==> src/rtl/vga_timing_delay.sv <==
// vga_timing_delay
//   Runtime-programmable delay line for the VGA timing bus plus an auxiliary
//   payload. It realigns timing with pipelined pixel data. The delay is chosen
//   with del_sel and is clamped to MAX_DEL. The shift register can be stalled
//   with en. Until the line holds enough history for the selected delay, the
//   outputs are forced to idle values.
//
// Ports
//   clk                  pixel clock; all state changes on the rising edge
//   rst                  asynchronous reset, active low
//   en                   shift enable; 0 stalls the history and the fill count
//   del_sel              requested delay in cycles (clamped to MAX_DEL)
//   hcount_in/vcount_in  timing counters (11 bits each)
//   hsync_in/vsync_in    sync strobes
//   hblnk_in/vblnk_in    blanking strobes
//   aux_in               payload delayed together with the timing signals
//   *_out                delayed (or idle) versions of the inputs
//   primed               1 when the outputs carry real delayed input
module vga_timing_delay #(
    parameter int unsigned MAX_DEL   = 8,
    parameter int unsigned AUX_W     = 12,
    parameter logic        SYNC_IDLE = 1'b0,
    localparam int unsigned DW       = $clog2(MAX_DEL + 1)
) (
    input  logic             clk,
    input  logic             rst,
    input  logic             en,
    input  logic [DW-1:0]    del_sel,
    input  logic [10:0]      hcount_in,
    input  logic [10:0]      vcount_in,
    input  logic             hsync_in,
    input  logic             vsync_in,
    input  logic             hblnk_in,
    input  logic             vblnk_in,
    input  logic [AUX_W-1:0] aux_in,
    output logic [10:0]      hcount_out,
    output logic [10:0]      vcount_out,
    output logic             hsync_out,
    output logic             vsync_out,
    output logic             hblnk_out,
    output logic             vblnk_out,
    output logic [AUX_W-1:0] aux_out,
    output logic             primed
);

    localparam int unsigned BW = 26 + AUX_W;

    logic [BW-1:0] b_in;
    logic [BW-1:0] b_idle;
    logic [BW-1:0] b_sel;
    logic [BW-1:0] b_out;
    logic [BW-1:0] stage [MAX_DEL];
    logic [DW-1:0] fc;
    logic [DW-1:0] d;

    assign b_in   = {hcount_in, vcount_in, hsync_in, vsync_in,
                     hblnk_in, vblnk_in, aux_in};
    assign b_idle = {11'd0, 11'd0, SYNC_IDLE, SYNC_IDLE, 1'b1, 1'b1,
                     AUX_W'(0)};

    // Effective delay: del_sel clamped to MAX_DEL.
    always_comb begin
        d = del_sel;
        if (del_sel > DW'(MAX_DEL))
            d = DW'(MAX_DEL);
    end

    // stage[k] holds the input accepted k+1 enabled edges ago.
    always_ff @(posedge clk or negedge rst) begin
        if (!rst) begin
            for (int unsigned k = 0; k < MAX_DEL; k++)
                stage[k] <= b_idle;
            fc <= '0;
        end else if (en) begin
            stage[0] <= b_in;
            for (int unsigned k = 1; k < MAX_DEL; k++)
                stage[k] <= stage[k-1];
            if (fc != DW'(MAX_DEL))
                fc <= fc + 1'b1;
        end
    end

    // The tap is selected by comparison. This avoids an out-of-range index
    // when d = 0 (bypass).
    always_comb begin
        b_sel = b_in;
        for (int unsigned k = 0; k < MAX_DEL; k++)
            if (d == DW'(k + 1))
                b_sel = stage[k];
    end

    assign primed = (d == '0) || (fc >= d);
    assign b_out  = primed ? b_sel : b_idle;

    assign {hcount_out, vcount_out, hsync_out, vsync_out,
            hblnk_out, vblnk_out, aux_out} = b_out;

endmodule

==> config.mk <==
export PLATFORM = sky130hd
export DESIGN_NAME = vga_timing_delay
export DESIGN_NICKNAME = d
export VERILOG_FILES = /design/src/rtl/vga_timing_delay.sv
export SDC_FILE = /design/constraint.sdc
export NUM_CORES = 1
export LEC_CHECK = 0
export BUFFER_PORTS_ARGS = -buffer_cell sky130_fd_sc_hd__buf_2
export CAP_MARGIN = 20
export CORE_AREA = 5 5 173 175
export CTS_BUF_LIST = sky130_fd_sc_hd__clkbuf_2 sky130_fd_sc_hd__clkbuf_4 sky130_fd_sc_hd__clkbuf_8
export CTS_CLUSTER_SIZE = 25
export DETAILED_ROUTE_END_ITERATION = 8
export DIE_AREA = 0 0 178 180
export PLACE_DENSITY_LB_ADDON = 0.1
export REMOVE_ABC_BUFFERS = 1
export SYNTH_ARGS = -nofsm -noshare
export SYNTH_HDL_FRONTEND = slang
export SYNTH_SLANG_ARGS = --single-unit
==> constraint.sdc <==
create_clock -name clk -period 5.57 [get_ports clk]
set_input_delay 1.3925 -clock clk [delete_from_list [all_inputs] [get_ports clk]]
set_output_delay 1.3925 -clock clk [all_outputs]
set_load 0.01 [all_outputs]
; Yosys cells after proc, flatten, opt, wreduce, memory -nomap -nowiden
; Cells that the tools add are included.
; Widths: inputs -> output; s select.
[word_totals]
input_bits = 45
wordCells = 34
out_inout_bits = 39
register_bits = 308
[classes]
magnitude_cmp = 2
eq_ne = 9
reduce_logical = 3
mux = 10
n_addsub = 1
[ops]
columns = op, n
row1 = $mux 38, 9
row2 = $eq 4x3->1 const B, 4
row3 = $eq 4x2->1 const B, 2
row4 = $add 4x1->4 const B, 1
row5 = $eq 4x1->1 const B, 1
row6 = $eq 4x4->1 const B, 1
row7 = $ge 4x4->1, 1
row8 = $gt 4x4->1 const B, 1
row9 = $logic_not 4->1, 1
row10 = $mux 4, 1
row11 = $ne 4x4->1 const B, 1
row12 = $reduce_and 2->1, 1
row13 = $logic_or 1x1->1, 1

; Depth between registers and ports, before layout
; Gate-level depths: netlist (run 1).
[depth]
word_depth = 12
mapped_depth = 11
ltp_nobuf = 8

; Least setup slack after synthesis (run 1)
; No wires, ideal clock.
[synth_timing]
path_type = input to output
from = input port del_sel[0]
to = output port aux_out[10]
path_slack_ns = 0.813
arrival_time_ns = 3.364
n_path_buf = 4
path_stages = 11
t_required_ns = 4.178
path_cell_list = buf_2 inv_1 clkbuf_1 nor2_1 ha_1 nand2b_1 a211oi_1 o21a_1 buf_6 clkbuf_1 nor3_1
[synth_via]
elab_chain_len = 12
word_cells_on_any_way = 22
cone_classes = order compare (2) / eq/ne (8) / mux (10) / reduce/logical (2)
[synth_rtl]
columns = item, line_no
row1 = start: declaration, 28  ; input logic [DW-1:0] del_sel,
row2 = $gt 4x4->1, 64  ; if (del_sel > DW'(MAX_DEL))
row3 = $mux 4 (*), 64
row4 = $eq 4x1->1, 88  ; if (d == DW'(k + 1))
row5 = $mux 38 (8 in series), 88
row6 = $mux 38 (*), 93  ; assign b_out = primed ? b_sel : b_idle;
row7 = end: declaration, 42  ; output logic [AUX_W-1:0] aux_out,
; Mark *: on every way between the ends. The rest lies on a longest branch, timed or not.

; Worst setup path in the final report (run 1)
[layout_timing]
from = input port del_sel[1]
to = output port hcount_out[5]
[layout_via]
elab_chain_len = 12
word_cells_on_any_way = 22
cone_classes = order compare (2) / eq/ne (8) / mux (10) / reduce/logical (2)
[layout_rtl]
columns = item, line_no
row1 = $gt 4x4->1, 64
row2 = $mux 4 (*), 64
row3 = $eq 4x1->1, 88
row4 = $mux 38 (8 in series), 88
row5 = $mux 38 (*), 93
row6 = end: declaration, 36  ; output logic [10:0] hcount_out,
; Marks and branches as above.

==> results of run 1 <==
==> synthesized netlist by cell type (all sizes together) <==
master,number
o311a,7
nand4,2
nand2,66
a221o,5
nor3b,2
buf,79
a221oi,38
o211ai,2
nand2b,4
o22ai,6
o21a,1
nand3,1
or3,6
mux2i,92
dfrtp,292
o211a,1
or3b,1
nor3,22
a21oi,22
ha,6
a31oi,2
and3b,1
and2,8
inv,64
o22a,4
nor2,14
nand4b,1
a22o,23
a22oi,31
o31ai,8
dfstp,16
mux2,254
nand3b,7
a2111oi,5
a21o,1
a211oi,12
clkbuf,29
xnor2,2
o311ai,5
o221ai,22
o21ai,113
nor4,1
==> power breakdown <==
group | internal (mW) | leakage, nW | switching (mW)
combinational | 0.765 | 3.21 | 0.780
clock | 1.32 | 0.640 | 0.928
sequential | 2.78 | 3.69 | 0.385
==> per-stage QoR <==
step / total power, mW / setup WS, ps / hold WS [ps]
after CTS: 7.03 / 632 / 503
after floorplan: 4.08 / 454 / 457
after global routing: 7.36 / 504 / 516
after global placement: 4.71 / 619 / 484
final: 6.96 / 646 / 496
after detailed placement: 4.75 / 657 / 491
==> sequential cells by signal (all words and copies together), names as in the netlist <==
| name | cells |
|---|---|
| stage | 304 |
| fc | 4 |
==> worst max-delay path: stages <==
cell,delay [ps]
buf_6,320
buf_4,440
nand2_1,340
or3_1,410
a221oi_1,300
a211oi_1,120
buf_2,160
==> worst paths after layout <==
path	from	to	cells past startpoint
max	del_sel[1]	hcount_out[5]	7
min	stage[298]$_DFFE_PN0P_	stage[260]$_DFFE_PN0P_	1
max reg2reg	fc[0]$_DFFE_PN0P_	fc[1]$_DFFE_PN0P_	5
min reg2reg	stage[298]$_DFFE_PN0P_	stage[260]$_DFFE_PN0P_	1
max in group asynchronous	rst	stage[98]$_DFFE_PN0P_	2
min in group asynchronous	rst	stage[144]$_DFFE_PN0P_	1
==> area by class of cell <==
class                      instances  area, µm²
tap                              384        480
inverter                          64        240
timing repair buffer             113        754
fill                            2358      11200
sequential                       308       7730
clock inverter                    12       90.1
clock buffer                      85       1120
multi-input combinational        798       6700
==> metal layers <==
layer / up-vias / part of all wire, % / GRT usage [%]
li1: 4850 / - / -
met1: 5330 / 48 / 32.8
met2: 270 / 45 / 33.9
met3: 68 / 4.9 / 3.82
met4: 2 / 1.9 / 5.79
met5: - / 0.056 / 0
==> cells by family (layout without fill, tap and decap cells) <==
group	count (synthesis)	after routing	share of synthesized area (%)
flip-flops	308	308	50.7
buffers and inverters	172	274	5.41
multiplexers	346	346	24.8
AO/OA/AOI/OAI	308	308	14.2
AND/OR/NAND/NOR	136	136	4.31
XOR/XNOR	2	2	0.115
adder cells (fa/ha/maj)	6	6	0.493
==> cell usage in the layout, fill, tap and decap left out, drive strengths merged, types with 7 or more instances in the layout <==
master / synthesis / final
nor2: 14 / 14
buf: 79 / 113
inv: 64 / 64
nor3: 22 / 22
a221oi: 38 / 38
dfstp: 16 / 16
a22o: 23 / 23
mux2i: 92 / 92
dfrtp: 292 / 292
o21ai: 113 / 113
clkbuf: 29 / 85
clkinv: 0 / 9
o31ai: 8 / 8
mux2: 254 / 254
a211oi: 12 / 12
o311a: 7 / 7
a21oi: 22 / 22
nand2: 66 / 66
a22oi: 31 / 31
o221ai: 22 / 22
and2: 8 / 8
nand3b: 7 / 7
==> summary.md, run 1 <==
| Metric | Value |
|---|---|
| FMAX | `203 MHz` |
| Post-Layout Cell Count | `1764` |
| Final ANT Viol Nets | `0` |
| Initial drt markers | `672` |
| Post-CTS resize count | `0` |
| Hold Path Class | `flip-flop to flip-flop` |
| Synthesized area per cell | `11.9 µm²` |
| Final instance area | `17100 µm²` |
| Final WL | `35700 µm` |
| Layout area overhead | `12.3%` |
| Die Wd | `178 µm` |
| Crit start category | `input pin` |
| Mapped Area | `15200 µm²` |
| Clk_lat worst skew | `570 ps` |
| Critical path class | `input pin to output pin` |
| CTS H-Tree Depth | `2` |
| Die area | `32000 µm²` |
| Yosys warnings | `0` |
| Hold-fix buffers at CTS | `0` |
| Setup Fix Bufs, Post-CTS | `0` |
| Largest buffer count on any clock path | `3` |
| PortBufs | `83` |
| Drt wl/cell | `20.2 µm` |
| Seq/Total Area, Yosys | `50.7%` |
| Placed Cells | `1667` |
| Clock-pin slew on the worst setup and hold paths | `60 ps` |
| Core area | `28300 µm²` |
| Slew HR | `40.3%` |
| Routed vias/inst | `5.96` |
| Final hold vios | `0` |
| Area fraction of the dominant cell type after synthesis | `47.9%` |
| RSZ-0062 raised after global routing | `no` |
| Worst IR drop on VDD | `250 µV` |
| Setup TNS | `0 ps` |
| Clock root cell | `clkbuf_8` |
| Status | `completed` |
| Clock Sinks | `308` |
| Layout cells sized above 1 | `35.6%` |
| CP required | `4180 ps` |
| Post-layout util | `60.4%` |
| WP data arrival | `3530 ps` |
| Largest area contributor in the netlist | `dfrtp_1` |
| Max_cap viols | `0` |
| Io pins | `84` |
| FF+latch count, synth | `308` |
| Synth area leaders | `dfrtp_1, mux2_2, mux2i_1` |
| Number of remaining DRC errors | `0` |
| First-pass GRT wire length | `57800 µm` |
| Final setup violation count | `0` |
| Routability cong. | `0.787` |
| Largest net degree at the start of global routing | `136` |
| Max Clock Skew | `9.21 ps` |
| Crit end category | `output pin` |
| Distinct cell type count after synthesis | `50` |
| Slew @ Worst Pin | `896 ps` |
| Die Y | `180 µm` |
| R2r setup slk | `4050 ps` |
| Pwr dens | `407 nW/µm²` |
| Global-route total usage across every layer | `22.1%` |
| Inserted Clock Buffers | `53` |
| Via count | `10520` |
| Worst Path Max Fanout | `36` |
| Initial antenna violation count | `1` |
| Detailed placer's ending HPWL | `20700 µm` |
| Final worst-path cycle share | `88.4%` |
| Slew Viols, Final | `0` |
| CTS tree | `yes` |
| Vias in the first global route | `10719` |
| Mapped Cells | `1278` |
| 1st-pass router iterations | `5` |
| Final Net Count | `1389` |
| GRT overflow | `0` |
| Leakage power | `7.54 nW` |
| Row count | `62` |
| Starting Density | `53.8%` |
| Crit path time final | `4920 ps` |
| Diode count | `0` |
| Cell Area, Placed | `15900 µm²` |
No activity file was read; power rests on OpenSTA's default activity.
==> run 2: changes to the inputs <==
- CORE_AREA: 5 5 173 175 -> 5 5 205 148
- DIE_AREA: 0 0 178 180 -> 0 0 210 153
- SLEW_MARGIN: not set -> 20
==> summary.md, run 2 (synthesis results as in run 1) <==
| Metric | Value |
|---|---|
| Slew Viols, Final | `0 (unchanged)` |
| Die Wd | `210 µm (+18%)` |
| Hold-fix buffers at CTS | `0 (unchanged)` |
| Pwr dens | `400 nW/µm² (-1.6%)` |
| Leakage power | `7.52 nW (-0.29%)` |
| Initial antenna violation count | `0 (-1)` |
| Global-route total usage across every layer | `22.8% (+0.63 points)` |
| Max reg flops | `304 (unchanged)` |
| Setup Fix Bufs, Post-CTS | `0 (unchanged)` |
| Crit path time final | `4730 ps (-198 ps)` |
| Fill cells | `2390 (+1.4%)` |
| Max Clock Skew | `9.85 ps (+0.639 ps)` |
| FMAX | `212 MHz (+4.2%)` |
| Number of remaining DRC errors | `0 (unchanged)` |
| First-pass GRT wire length | `59200 µm (+2.3%)` |
| Core area | `28200 µm² (-0.27%)` |
| Clock Power Share | `31.0% (-1.3 points)` |
| Largest net degree at the start of global routing | `131 (-3.7%)` |
| Hold Slack | `503 ps (+7.24 ps)` |
| Most frequent cells in the layout | `dfrtp_1, mux2_2, o21ai_0, mux2i_1, buf_2` |
| Clock-pin slew on the worst setup and hold paths | `60 ps (about the same)` |
| PortBufs | `83 (unchanged)` |
| Max_cap viols | `0 (unchanged)` |
| Vias in the first global route | `10397 (-3.0%)` |
| Final hold vios | `0 (unchanged)` |
| CTS tree | `yes` |
| Diode count | `0 (unchanged)` |
| Psw | `2.09 mW (-0.24%)` |
| Largest buffer count on any clock path | `3 (unchanged)` |
| Top reg by flops | `stage` |
| RSZ-0062 raised after global routing | `no` |
| Commonest non-fill, non-tap cell in the layout | `dfrtp_1` |
| Detailed placer's ending HPWL | `22000 µm (+6.2%)` |
| Setup TNS | `0 ps (unchanged)` |
| Clk_lat worst skew | `600 ps (+30 ps)` |
| Hold Path Class | `flip-flop to flip-flop` |
| Final Net Count | `1391 (+0.14%)` |
| Post-CTS resize count | `0 (unchanged)` |
| Worst Path Max Fanout | `31 (-14%)` |
| Post-layout power | `6.82 mW (-2.0%)` |
| Drt wl/cell | `20.8 µm (+2.7%)` |
| Crit start category | `input pin` |
| Die area | `32100 µm² (+0.28%)` |
| Sw frac | `30.6% (+0.54 points)` |
| 1st-pass router iterations | `5 (unchanged)` |
| Worst IR drop on VDD | `254 µV (+1.8%)` |
| Crit end category | `output pin` |
| Final setup violation count | `0 (unchanged)` |
| Internal | `4.73 mW (-2.8%)` |
| Clock Sinks | `308 (unchanged)` |
| Comb power frac | `22.5% (+0.3 points)` |
| Clock root cell | `clkbuf_8` |
| Layout cells sized above 1 | `35.5% (-0.12 points)` |
| Die Y | `153 µm (-15%)` |
| GRT overflow | `0 (unchanged)` |
| Status | `completed` |
| Row count | `52 (-16%)` |
| Inserted Clock Buffers | `49 (-7.5%)` |
| CTS H-Tree Depth | `2 (unchanged)` |
| Cell Area, Placed | `15900 µm² (+0.31%)` |
| Initial drt markers | `990 (+47%)` |
| Final WL | `36500 µm (+2.3%)` |
| Final ANT Viol Nets | `0 (unchanged)` |
| Via count | `10426 (-0.89%)` |
| CP required | `4180 ps (about the same)` |
| Routed vias/inst | `5.93 (-0.50%)` |
| Layout area overhead | `11.8%` |
| Critical path class | `input pin to output pin` |
| Post-layout util | `60.3% (-0.10 points)` |
| Routability cong. | `0.789 (+0.22%)` |
| Slew @ Worst Pin | `914 ps (+17.7 ps)` |
| Final worst-path cycle share | `84.8% (-3.6 points)` |
| Starting Density | `54.0% (+0.15 points)` |
| Power share of the sequential group | `46.6% (+1.1 points)` |
| WP data arrival | `3330 ps (-200 ps)` |
| Final instance area | `17000 µm² (-0.45%)` |
| Slew HR | `39.1% (-1.2 points)` |
| Top flop regs | `stage: 304 flops, fc: 4 flops` |
| Io pins | `84 (unchanged)` |
## run 2: cell count changes in the layout (fill, tap and decap cells not counted)
| cell | before | now |
|---|---|---|
| clkinvlp_4 | 2 | 1 |
| clkbuf_4 | 8 | 15 |
| clkbuf_8 | 77 | 65 |
| clkinv_2 | 9 | 8 |
| o21a_2 | 1 | 0 |
| buf_4 | 23 | 28 |
| buf_12 | 7 | 8 |
| o21a_1 | 0 | 1 |
## run 2: metal layers
metal  wire length, µm  global-route usage (%)  share of wire [%]  vias to the layer above
met5                 0                       0                  0                        -
met4               465                    4.84                1.3                        0
met1             17700                    34.2                 48                     5287
met2             16500                    34.9                 45                      242
li1                  -                       -                  -                     4856
met3              1870                    4.06                5.1                       41
## run 2: power groups by stage
stage          registers, mW  clock network, mW  logic (mW)
2_1_floorplan           3.07                  0        1.01
3_3_place_gp            3.19                  0        1.51
3_5_place_dp            3.20                  0        1.54
4_1_cts                 3.16               2.16        1.55
5_1_grt                 3.24               2.26        1.71
6_report                3.18               2.11        1.53
## run 2: worst paths after layout
check | startpoint | slack [ps] | cells after the start | to
max | del_sel[1] | 840 | 7 | hcount_out[5]
max in group asynchronous | rst | 3600 | 2 | stage[144]$_DFFE_PN0P_
min reg2reg | stage[1]$_DFFE_PN0P_ | 500 | 1 | stage[1]$_DFFE_PN0P_
min | stage[1]$_DFFE_PN0P_ | 500 | 1 | stage[1]$_DFFE_PN0P_
min in group asynchronous | rst | 840 | 1 | stage[167]$_DFFE_PN0P_
max reg2reg | fc[0]$_DFFE_PN0P_ | 3990 | 5 | fc[1]$_DFFE_PN0P_
## run 2: critical path: stages
cell	delay (ps)
buf_6	130
buf_4	420
nand2_1	390
or3_1	410
a221oi_1	290
a211oi_1	130
buf_2	160
## run 2: through the flow
stage          std cells  setup WS [ps]
2_1_floorplan       1170            454
3_3_place_gp        1667            871
3_5_place_dp        1667            839
4_1_cts             1757            858
5_1_grt             1757            745
6_report            1757            845
## run 2: cell type report
class                           count  area, µm²  area share [%]
Sequential cell                   308       7730            45.4
Tap cell                          378        473            2.78
Inverter                           64        240            1.41
Timing Repair Buffer              119        812            4.77
Multi-Input combinational cell    798       6700            39.3
Clock buffer                       80       1010            5.91
Clock inverter                     10       77.6           0.455
==> run 3: changes to the inputs <==
- clock period: 5.57 -> 4.2 ns (I/O delays scaled with it)
==> summary.md, run 3 (synthesis results as in run 1) <==
| Metric | Value |
|---|---|
| Crit start category | `input pin` |
| Power share of the sequential group | `47.1% (+0.5 points)` |
| Crit path time final | `3970 ps` |
| Clock Power Share | `29.8% (-1.2 points)` |
| CTS tree | `yes` |
| Die Wd | `210 µm (unchanged)` |
| Core area | `28200 µm² (unchanged)` |
| Post-layout util | `60.5% (+0.20 points)` |
| Final setup violation count | `0 (unchanged)` |
| Max Clock Skew | `23.1 ps (+13.3 ps)` |
| Critical path class | `input pin to output pin` |
| Clock root cell | `clkbuf_8` |
| Detailed placer's ending HPWL | `22200 µm (+0.99%)` |
| Worst IR drop on VDD | `263 µV (+3.6%)` |
| Cell Area, Placed | `16100 µm² (+0.75%)` |
| Final ANT Viol Nets | `0 (unchanged)` |
| Routed vias/inst | `5.93 (about the same)` |
| Commonest non-fill, non-tap cell in the layout | `dfrtp_1` |
| First-pass GRT wire length | `58500 µm (-1.0%)` |
| CP required | `3150 ps (-1030 ps)` |
| Status | `completed` |
| Row count | `52 (unchanged)` |
| Final Net Count | `1396 (+0.36%)` |
| Clock-pin slew on the worst setup and hold paths | `60 ps (about the same)` |
| Initial antenna violation count | `0 (unchanged)` |
| Multi-input gate area | `6700 µm² (unchanged)` |
| Die area | `32100 µm² (unchanged)` |
| Final WL | `36300 µm (-0.63%)` |
| Post-Layout Cell Count | `1759 (+0.11%)` |
| Number of remaining DRC errors | `0 (unchanged)` |
| GRT overflow | `0 (unchanged)` |
| Diode count | `0 (unchanged)` |
| Largest net degree at the start of global routing | `86 (-34%)` |
| Global-route total usage across every layer | `22.4% (-0.34 points)` |
| Drt wl/cell | `20.6 µm (-0.74%)` |
| Slew HR | `55.6% (+17 points)` |
| Hold Slack | `444 ps (-58.5 ps)` |
| RSZ-0062 raised after global routing | `no` |
| Die Y | `153 µm (unchanged)` |
| Post-CTS resize count | `0 (unchanged)` |
| Routability cong. | `0.786 (-0.42%)` |
| Leakage power | `7.54 nW (+0.25%)` |
| Post-layout power | `8.94 mW (+31%)` |
| Placed Cells | `1673 (+0.36%)` |
| Layout area overhead | `12.1%` |
| Io pins | `84 (unchanged)` |
| FMAX | `252 MHz` |
| Crit end category | `output pin` |
| Layout cells sized above 1 | `35.6% (+0.093 points)` |
| Final instance area | `17100 µm² (+0.32%)` |
| Slew Viols, Final | `0 (unchanged)` |
| Sw frac | `30.7% (+0.13 points)` |
| Hold Path Class | `input pin to async pin` |
| CTS H-Tree Depth | `2 (unchanged)` |
| Clk_lat worst skew | `580 ps (-20 ps)` |
| Max reg flops | `304 (unchanged)` |
| 1st-pass router iterations | `7 (+2)` |
| Vias in the first global route | `10346 (-0.49%)` |
| Max_cap viols | `0 (unchanged)` |
| Starting Density | `54.0% (unchanged)` |
| Hold-fix buffers at CTS | `0 (unchanged)` |
| Psw | `2.75 mW (+32%)` |
| Clock Sinks | `308 (unchanged)` |
| Inserted Clock Buffers | `48 (-2.0%)` |
| WP data arrival | `2920 ps (-410 ps)` |
| Top reg by flops | `stage` |
| Most frequent cells in the layout | `dfrtp_1, mux2_2, o21ai_0, mux2i_1, buf_2` |
| Via count | `10438 (+0.12%)` |
| Pwr dens | `523 nW/µm² (+31%)` |
| PortBufs | `83 (unchanged)` |
| Internal | `6.19 mW (+31%)` |
| Worst Path Max Fanout | `14 (-55%)` |
| Fill cells | `2362 (-1.2%)` |
| Setup Fix Bufs, Post-CTS | `0 (unchanged)` |
| Initial drt markers | `920 (-7.1%)` |
| Final worst-path cycle share | `94.5%` |
| Sequential Area | `7730 µm² (unchanged)` |
| Final hold vios | `0 (unchanged)` |
| Top flop regs | `stage: 304 flops, fc: 4 flops` |
| Largest buffer count on any clock path | `3 (unchanged)` |
| Slew @ Worst Pin | `665 ps (-248 ps)` |
| Comb power frac | `23.1% (+0.6 points)` |
==> run 3: cell types whose count changed in the layout (fill, tap and decap cells not counted) <==
| cell | change |
|---|---|
| clkinvlp_4 | -1 |
| buf_12 | +6 |
| bufinv_16 | -1 |
| inv_6 | +1 |
| clkbuf_4 | +2 |
| clkinv_2 | -2 |
| clkbuf_8 | -3 |
==> run 3: power groups by stage <==
stage	Sequential, mW	Combinational [mW]	Clock [mW]
floorplan	4.07	1.34	0
global placement	4.23	2.03	0
detailed placement	4.25	2.08	0
CTS	4.20	2.09	2.73
global route	4.30	2.29	2.88
finish	4.21	2.06	2.66
==> run 3: per-stage QoR <==
step / setup WS [ps] / setup TNS [ps]
floorplan: -231 / -2240
global placement: 346 / 0
detailed placement: 293 / 0
CTS: 287 / 0
global route: 142 / 0
finish: 231 / 0
==> run 3: routing by layer <==
layer	vias up	share of wire [%]	global-route usage, %
met5	-	0	0
met4	0	1.6	5.65
met3	49	5.7	5.06
met2	243	44	33.3
met1	5277	48	33.5
li1	4869	-	-
==> run 3: critical path, cell delays in order <==
cell and delay (ps):
buf_2 340, nand2_1 110, ha_1 280, o21ai_0 80, o21a_1 230, buf_4 200
nor3_1 390, buf_2 210
==> run 3: area by class of cell <==
class | count | area share (%)
Clock inverter | 7 | 0.227
Tap cell | 378 | 2.77
Inverter | 64 | 1.41
Clock buffer | 79 | 5.74
Timing Repair Buffer | 125 | 5.46
Multi-Input combinational cell | 798 | 39.2
Sequential cell | 308 | 45.2
==> run 3: worst paths after layout <==
kind | to | cells after the start | slack, ps | start
setup / recovery | hcount_out[4] | 8 | 230 | del_sel[2]
hold / removal | stage[91]$_DFFE_PN0P_ | 1 | 440 | rst
setup reg to reg | fc[1]$_DFFE_PN0P_ | 5 | 2690 | fc[0]$_DFFE_PN0P_
hold reg to reg | stage[33]$_DFFE_PN0P_ | 1 | 500 | stage[33]$_DFFE_PN0P_
max in group asynchronous | stage[50]$_DFFE_PN1P_ | 2 | 2870 | rst
min in group clk | stage[33]$_DFFE_PN0P_ | 1 | 500 | stage[33]$_DFFE_PN0P_
